File: src/rtl/dffr_ureg.sv
// rtl/dffr_ureg.sv - WIDTH-bit universal register: hold, load, shift, rotate, count up/down
module dffr_ureg #(
  parameter int          WIDTH     = 8,
  parameter logic [31:0] RESET_VAL = 32'h0,
  parameter bit          COUNT_SAT = 1'b0
) (
  input  logic             clk,
  input  logic             clr,
  input  logic             en,
  input  logic [2:0]       mode,
  input  logic [WIDTH-1:0] d,
  input  logic             sin_r,
  input  logic             sin_l,
  output logic [WIDTH-1:0] q,
  output logic [WIDTH-1:0] q_,
  output logic             sout_l,
  output logic             sout_r,
  output logic             tc
);

  localparam logic [WIDTH-1:0] ALL_ONES = '1;
  localparam logic [WIDTH-1:0] ALL_ZERO = '0;
  localparam logic [WIDTH-1:0] ONE      = {{(WIDTH-1){1'b0}}, 1'b1};
  localparam logic [WIDTH-1:0] RST      = RESET_VAL[WIDTH-1:0];

  localparam logic [2:0] MODE_HOLD  = 3'b000;
  localparam logic [2:0] MODE_LOAD  = 3'b001;
  localparam logic [2:0] MODE_SHL   = 3'b010;
  localparam logic [2:0] MODE_SHR   = 3'b011;
  localparam logic [2:0] MODE_ROL   = 3'b100;
  localparam logic [2:0] MODE_ROR   = 3'b101;
  localparam logic [2:0] MODE_UP    = 3'b110;
  localparam logic [2:0] MODE_DOWN  = 3'b111;

  logic [WIDTH-1:0] nxt;
  logic             at_max;
  logic             at_min;

  assign at_max = (q == ALL_ONES);
  assign at_min = (q == ALL_ZERO);

  always_comb begin
    nxt = q;
    case (mode)
      MODE_HOLD: nxt = q;
      MODE_LOAD: nxt = d;
      MODE_SHL:  nxt = {q[WIDTH-2:0], sin_r};
      MODE_SHR:  nxt = {sin_l, q[WIDTH-1:1]};
      MODE_ROL:  nxt = {q[WIDTH-2:0], q[WIDTH-1]};
      MODE_ROR:  nxt = {q[0], q[WIDTH-1:1]};
      // saturating counters park at the rail instead of wrapping
      MODE_UP:   nxt = (COUNT_SAT && at_max) ? q : q + ONE;
      MODE_DOWN: nxt = (COUNT_SAT && at_min) ? q : q - ONE;
      default:   nxt = q;
    endcase
  end

  always_ff @(posedge clk) begin
    if (clr) begin
      q <= RST;
    end else if (en) begin
      q <= nxt;
    end
  end

  assign q_     = ~q;
  assign sout_l = q[WIDTH-1];
  assign sout_r = q[0];
  assign tc     = en & ~clr & (((mode == MODE_UP) & at_max) | ((mode == MODE_DOWN) & at_min));

endmodule

File: config.mk
export PLATFORM = sky130hd
export DESIGN_NAME = dffr_ureg
export DESIGN_NICKNAME = d
export VERILOG_FILES = /design/src/rtl/dffr_ureg.sv
export SDC_FILE = /design/constraint.sdc
export NUM_CORES = 1
export LEC_CHECK = 0
export BUFFER_PORTS_ARGS = -buffer_cell sky130_fd_sc_hd__buf_2
export CAP_MARGIN = 10
export CORE_MARGIN = 2
export CORE_UTILIZATION = 49
export DETAILED_ROUTE_END_ITERATION = 6
export PLACE_DENSITY = 0.79
export RECOVER_POWER = 25
export REMOVE_ABC_BUFFERS = 1
export SLEW_MARGIN = 5
export SYNTH_ARGS = -nofsm -noshare
export SYNTH_HDL_FRONTEND = slang
export SYNTH_SLANG_ARGS = --single-unit
File: constraint.sdc
create_clock -name clk -period 2.5 [get_ports clk]
set_input_delay 0.125 -clock clk [delete_from_list [all_inputs] [get_ports clk]]
set_output_delay 0.125 -clock clk [all_outputs]
set_load 0.05 [all_outputs]
==> summary.txt, run 1 <==
Outcome -> finished, final reports clean
Root Buffer -> clkbuf_4
Most frequent cells in the layout -> buf_2, nand2_1, nor2_1
Die width -> 49.1 um
Clock Latency Late Sink -> 0.27 ns
Final-stage net count -> 180
Synth warn -> 0
Initial antenna violation count -> 0
Buffers on Ports -> 34
CTS Hold Bufs -> 0
Met2 WL -> 1380 um
Number of cells on the worst reg-to-reg path -> 7
Top Registers -> q (8)
FF+latch count, synth -> 8
Multi-input logic area -> 707 um^2
Most frequently used flop master after synthesis -> dfxtp_1
Setup bufs post-CTS -> 0
Final Critical Period -> 2.10 ns
Register area share after synthesis -> 16.1%
Vias in the first global route -> 1,043
# diodes -> 0
Critical Path AT -> 1.97 ns
Critical path fanouts, max -> 12
Max-slew violations -> 0
Worst Tran Pin Value -> 0.595 ns
Clock transition at path regs -> 0.06 ns
Non-filler instance count after layout -> 188
CORE AREA -> 1940 um^2
Vias/cell -> 6.15
CP startpoint kind -> flop
RSZ-0062 raised after global routing -> no
Setup violators final -> 0
Final core utilization -> 57.9%
Cells after DPL -> 185
GRT Total Usage -> 25.7%
Commonest non-fill, non-tap cell in the layout -> buf_2
Fmax -> 0.477 GHz
CTS tree -> yes
Largest register FFs -> 8
Row count -> 16
Critical path type -> reg2out
Max IR drop VDD -> 0.290 mV
Hold-critical path depth -> 2
Setup TNS -> 0 ns
Antenna viol nets, final -> 0
Top reg by flops -> q
CP Capture Type -> output port
TritonCTS Buffers -> 3
Dpl ws -> 0.519 ns
Sequential share of power -> 32.0%
Async S/R FF share, synth -> 0%
I/O Pins -> 35
Met3 WL -> 289 um
Endpoints failing hold -> 0
Effective utilization at floorplan -> 51.3%
Fin crit share -> 83.8%
WL per Instance -> 15.8 um
Share of layout cells above drive strength 1 -> 23.0%
Fill count -> 199
Hold Crit Class -> in2reg
Routability congestion estimate -> 0.957
Max Cap Viol -> 0
H-tree level count -> 1
Met1 wire length -> 1300 um
PD cells -> 460 nW/um^2
Count of cell types in the netlist -> 55
Highest Signal Layer -> met4
Die height -> 49.1 um
Slew Limit Headroom -> 60.5%
Syn Area/Cell -> 7.22 um^2
Reg2Reg Setup Slack -> 0.61 ns
Detailed Place HPWL -> 2200 um
DR DRC count -> 0
Worst path required time -> 2.38 ns
Largest net degree at the start of global routing -> 24
Sw power -> 250 uW
Layout area overhead -> 12.8%
Initial DRC Count -> 59
Sinks on Clock Net -> 8
DR vias -> 1,157
Comb pwr share -> 46.7%
First-pass GRT wire length -> 4870 um
Final Skew -> 0.00314 ns
Total internal power -> 267 uW
Number of gates resized after cts -> 0
Max Buffers Root-to-Sink -> 2
Die area -> 2410 um^2
Clock network fraction of total power -> 21.4%
Pleak -> 0.000417 uW
GR Overflow Total -> 0
DR pass1 iterations -> 4
Wirelength, routed -> 2980 um
Mapped Cells -> 138
Number of synthesized flops with an enable pin -> 0
Syn Std Cell Area -> 996 um^2
FF/Latch Area -> 160 um^2
Setup ws final -> 0.405 ns
Sw Share -> 48.4%
final timing paths:
path         from    to
min           clr  q[7]
max          q[3]    tc
min reg2reg  q[5]  q[5]
max reg2reg  q[1]  q[2]
metrics by stage:
stage	cell area (um^2)	hold slack (ns)	power (uW)
2_1_floorplan	897	0.194	331
3_3_place_gp	1110	0.441	406
3_5_place_dp	1110	0.446	408
4_1_cts	1130	0.157	521
5_1_grt	1120	0.175	548
6_report	1120	0.165	517
logic make-up after synthesis:
family | after synthesis | share of synthesized area, %
adder cells (fa/ha/maj) | 1 | 1.26
XOR/XNOR | 5 | 4.40
multiplexers | 4 | 4.02
AND/OR/NAND/NOR | 52 | 28.5
flip-flops | 8 | 16.1
buffers and inverters | 23 | 12.9
AO/OA/AOI/OAI | 45 | 32.8
layer usage:
layer	GRT usage [%]	vias to the layer above
li1	-	564
met4	3.33	0
met5	0	-
met1	33.1	519
met3	8.28	2
met2	42.6	72
synthesized netlist by cell type, drive strengths merged, types with 2 or more instances:
library cell	number	area, um^2
nand2	11	41.3
nor2	10	37.5
a21oi	9	48.8
buf	9	76.3
o21ai	9	56.3
dfxtp	8	160
inv	8	30.0
nand3	7	40.0
clkbuf	6	22.5
nand2b	5	31.3
nor3	5	30.0
mux2i	4	40.0
xnor2	4	35.0
a211oi	3	22.5
a31oi	3	18.8
a311o	2	20.0
nor4	2	12.5
o211ai	2	15.0
o221ai	2	17.5
or3	2	12.5
cell type report:
type / instances / share of cell area, %
timing repair buffer: 35 / 15.1
inverter: 8 / 2.67
tap: 27 / 3.01
clock buffer: 3 / 2.00
multi-input combinational: 107 / 62.9
sequential: 8 / 14.3
power groups by stage:
| stage | Clock [uW] | Sequential (uW) | Combinational [uW] |
|---|---|---|---|
| CTS | 115 | 164 | 242 |
| global placement | 0 | 167 | 239 |
| global route | 121 | 167 | 259 |
| finish | 110 | 165 | 241 |
| floorplan | 0 | 202 | 129 |
| detailed placement | 0 | 167 | 241 |
worst max-delay path, stage by stage, from the launching register on:
cell and delay, ns:
dfxtp_1 0.43, nor2_1 0.21, nand4b_1 0.19, nor3_1 0.25, a22oi_1 0.13, nor3b_1 0.20, buf_2 0.29
Power figures use the tool's default switching activity.
==> run 2: changes to the inputs <==
Clock period 2.5 ns to 2.04 ns, I/O delays scaled along.
==> summary.txt, run 2 (same netlist as run 1, synthesis figures left out) <==
Hold endpoint -> q[7]
Fmax -> 0.520 GHz
RSZ-0062 raised after global routing -> no
Wirelength, routed -> 3180 um
Commonest non-fill, non-tap cell in the layout -> buf_2
Non-filler instance count after layout -> 195
Final-stage net count -> 187
Die area -> 2410 um^2
Die height -> 49.1 um
Clock transition at path regs -> 0.06 ns
Crit Reg-Reg Startpoint -> q[4]
Endpoints failing hold -> 0
Detailed Place HPWL -> 2330 um
Setup TNS -> 0 ns
CTS Hold Bufs -> 0
DR pass1 iterations -> 6
Final Skew -> 0.00235 ns
Max-slew violations -> 0
Largest net degree at the start of global routing -> 19
Top reg by flops -> q
Power Total -> 652 uW
Fin crit share -> 94.3%
Initial antenna violation count -> 0
Pleak -> 0.000453 uW
Cells after DPL -> 192
Antenna viol nets, final -> 0
PD cells -> 551 nW/um^2
Reg2Reg Setup Slack -> 0.42 ns
Effective utilization at floorplan -> 51.3%
CP Capture Type -> output port
Root Buffer -> clkbuf_4
Hold Crit Start -> clr
CTS tree -> yes
Final Critical Period -> 1.92 ns
Critical path type -> reg2out
Max Buffers Root-to-Sink -> 2
Worst R2R End -> q[6]
CORE AREA -> 1940 um^2
Worst path required time -> 1.94 ns
Initial DRC Count -> 104
I/O Pins -> 35
Largest register FFs -> 8
H-tree level count -> 1
Critical path fanouts, max -> 9
Sinks on Clock Net -> 8
Routability congestion estimate -> 0.937
CP startpoint kind -> flop
Buffers on Ports -> 34
DR DRC count -> 0
Number of cells on the worst reg-to-reg path -> 5
Hold Crit Class -> in2reg
WL per Instance -> 16.3 um
Slew Limit Headroom -> 60.2%
Vias/cell -> 6.50
TritonCTS Buffers -> 3
DR vias -> 1,267
Critical Path AT -> 1.82 ns
Top Registers -> q (8)
Vias in the first global route -> 1,145
Outcome -> finished, final reports clean
Clock Latency Late Sink -> 0.27 ns
GRT Total Usage -> 27.7%
Layout area overhead -> 18.8%
Max IR drop VDD -> 0.387 mV
Most frequent cells in the layout -> buf_2, nand2_1, nor2_1
Setup violators final -> 0
Hold-critical path depth -> 2
Row count -> 16
GR Overflow Total -> 0
# diodes -> 0
Share of layout cells above drive strength 1 -> 26.8%
First-pass GRT wire length -> 5290 um
Max Cap Viol -> 0
Worst Tran Pin Value -> 0.599 ns
Die width -> 49.1 um
==> run 2: metrics by stage <==
step,util (%),hold WS (ns),instance area (um^2),setup WS [ns]
2_1_floorplan,-,0.171,897,-0.788
3_3_place_gp,59.8,0.422,1160,0.272
3_5_place_dp,59.8,0.434,1160,0.276
4_1_cts,61.0,0.151,1180,0.0201
5_1_grt,61.0,0.164,1180,0.00108
6_report,61.0,0.155,1180,0.115
==> run 2: power breakdown <==
part	internal, uW	total [uW]	switching [uW]
clock network	68.2	135	67.1
logic	101	327	225
registers	169	190	21.7
==> run 2: worst max path at each step <==
stage,startpoint,endpoint
final,q[4],tc
after global routing,q[4],tc
after global placement,mode[1],tc
after floorplan,q[0],tc
after detailed placement,mode[1],tc
after CTS,q[4],tc
==> run 2: worst max-delay path, stage by stage, from the launching register on <==
cell      delay [ns]
dfxtp_1         0.40
nor2_1          0.19
nand4b_1        0.20
nor3_2          0.20
a22oi_1         0.12
nor3b_1         0.20
buf_4           0.23
==> run 2: area by class of cell <==
cell class	instances	area (um^2)
clock buffers	3	22.5
multi-input cells	107	712
inverters	8	30.0
flip-flops and latches	8	160
repair buffers	42	225
well taps	27	33.8
fillers	191	758
==> run 2: repair_timing <==
| action | in CTS | in global routing |
|---|---|---|
| buffers inserted | 0 | 0 |
| resized for setup | 0 | 3 |
| endpoints found under the setup margin | 0 | 1 |
==> run 2: metal layers <==
metal  up-vias  wire, um  part of all wire, %  track usage (%)
li1        575         -                    -                -
met1       568      1330                   42             35.1
met2       106      1370                   43             43.2
met3        18       374                   12             5.83
met4         0       108                  3.4             15.2
met5         -         0                    0                0
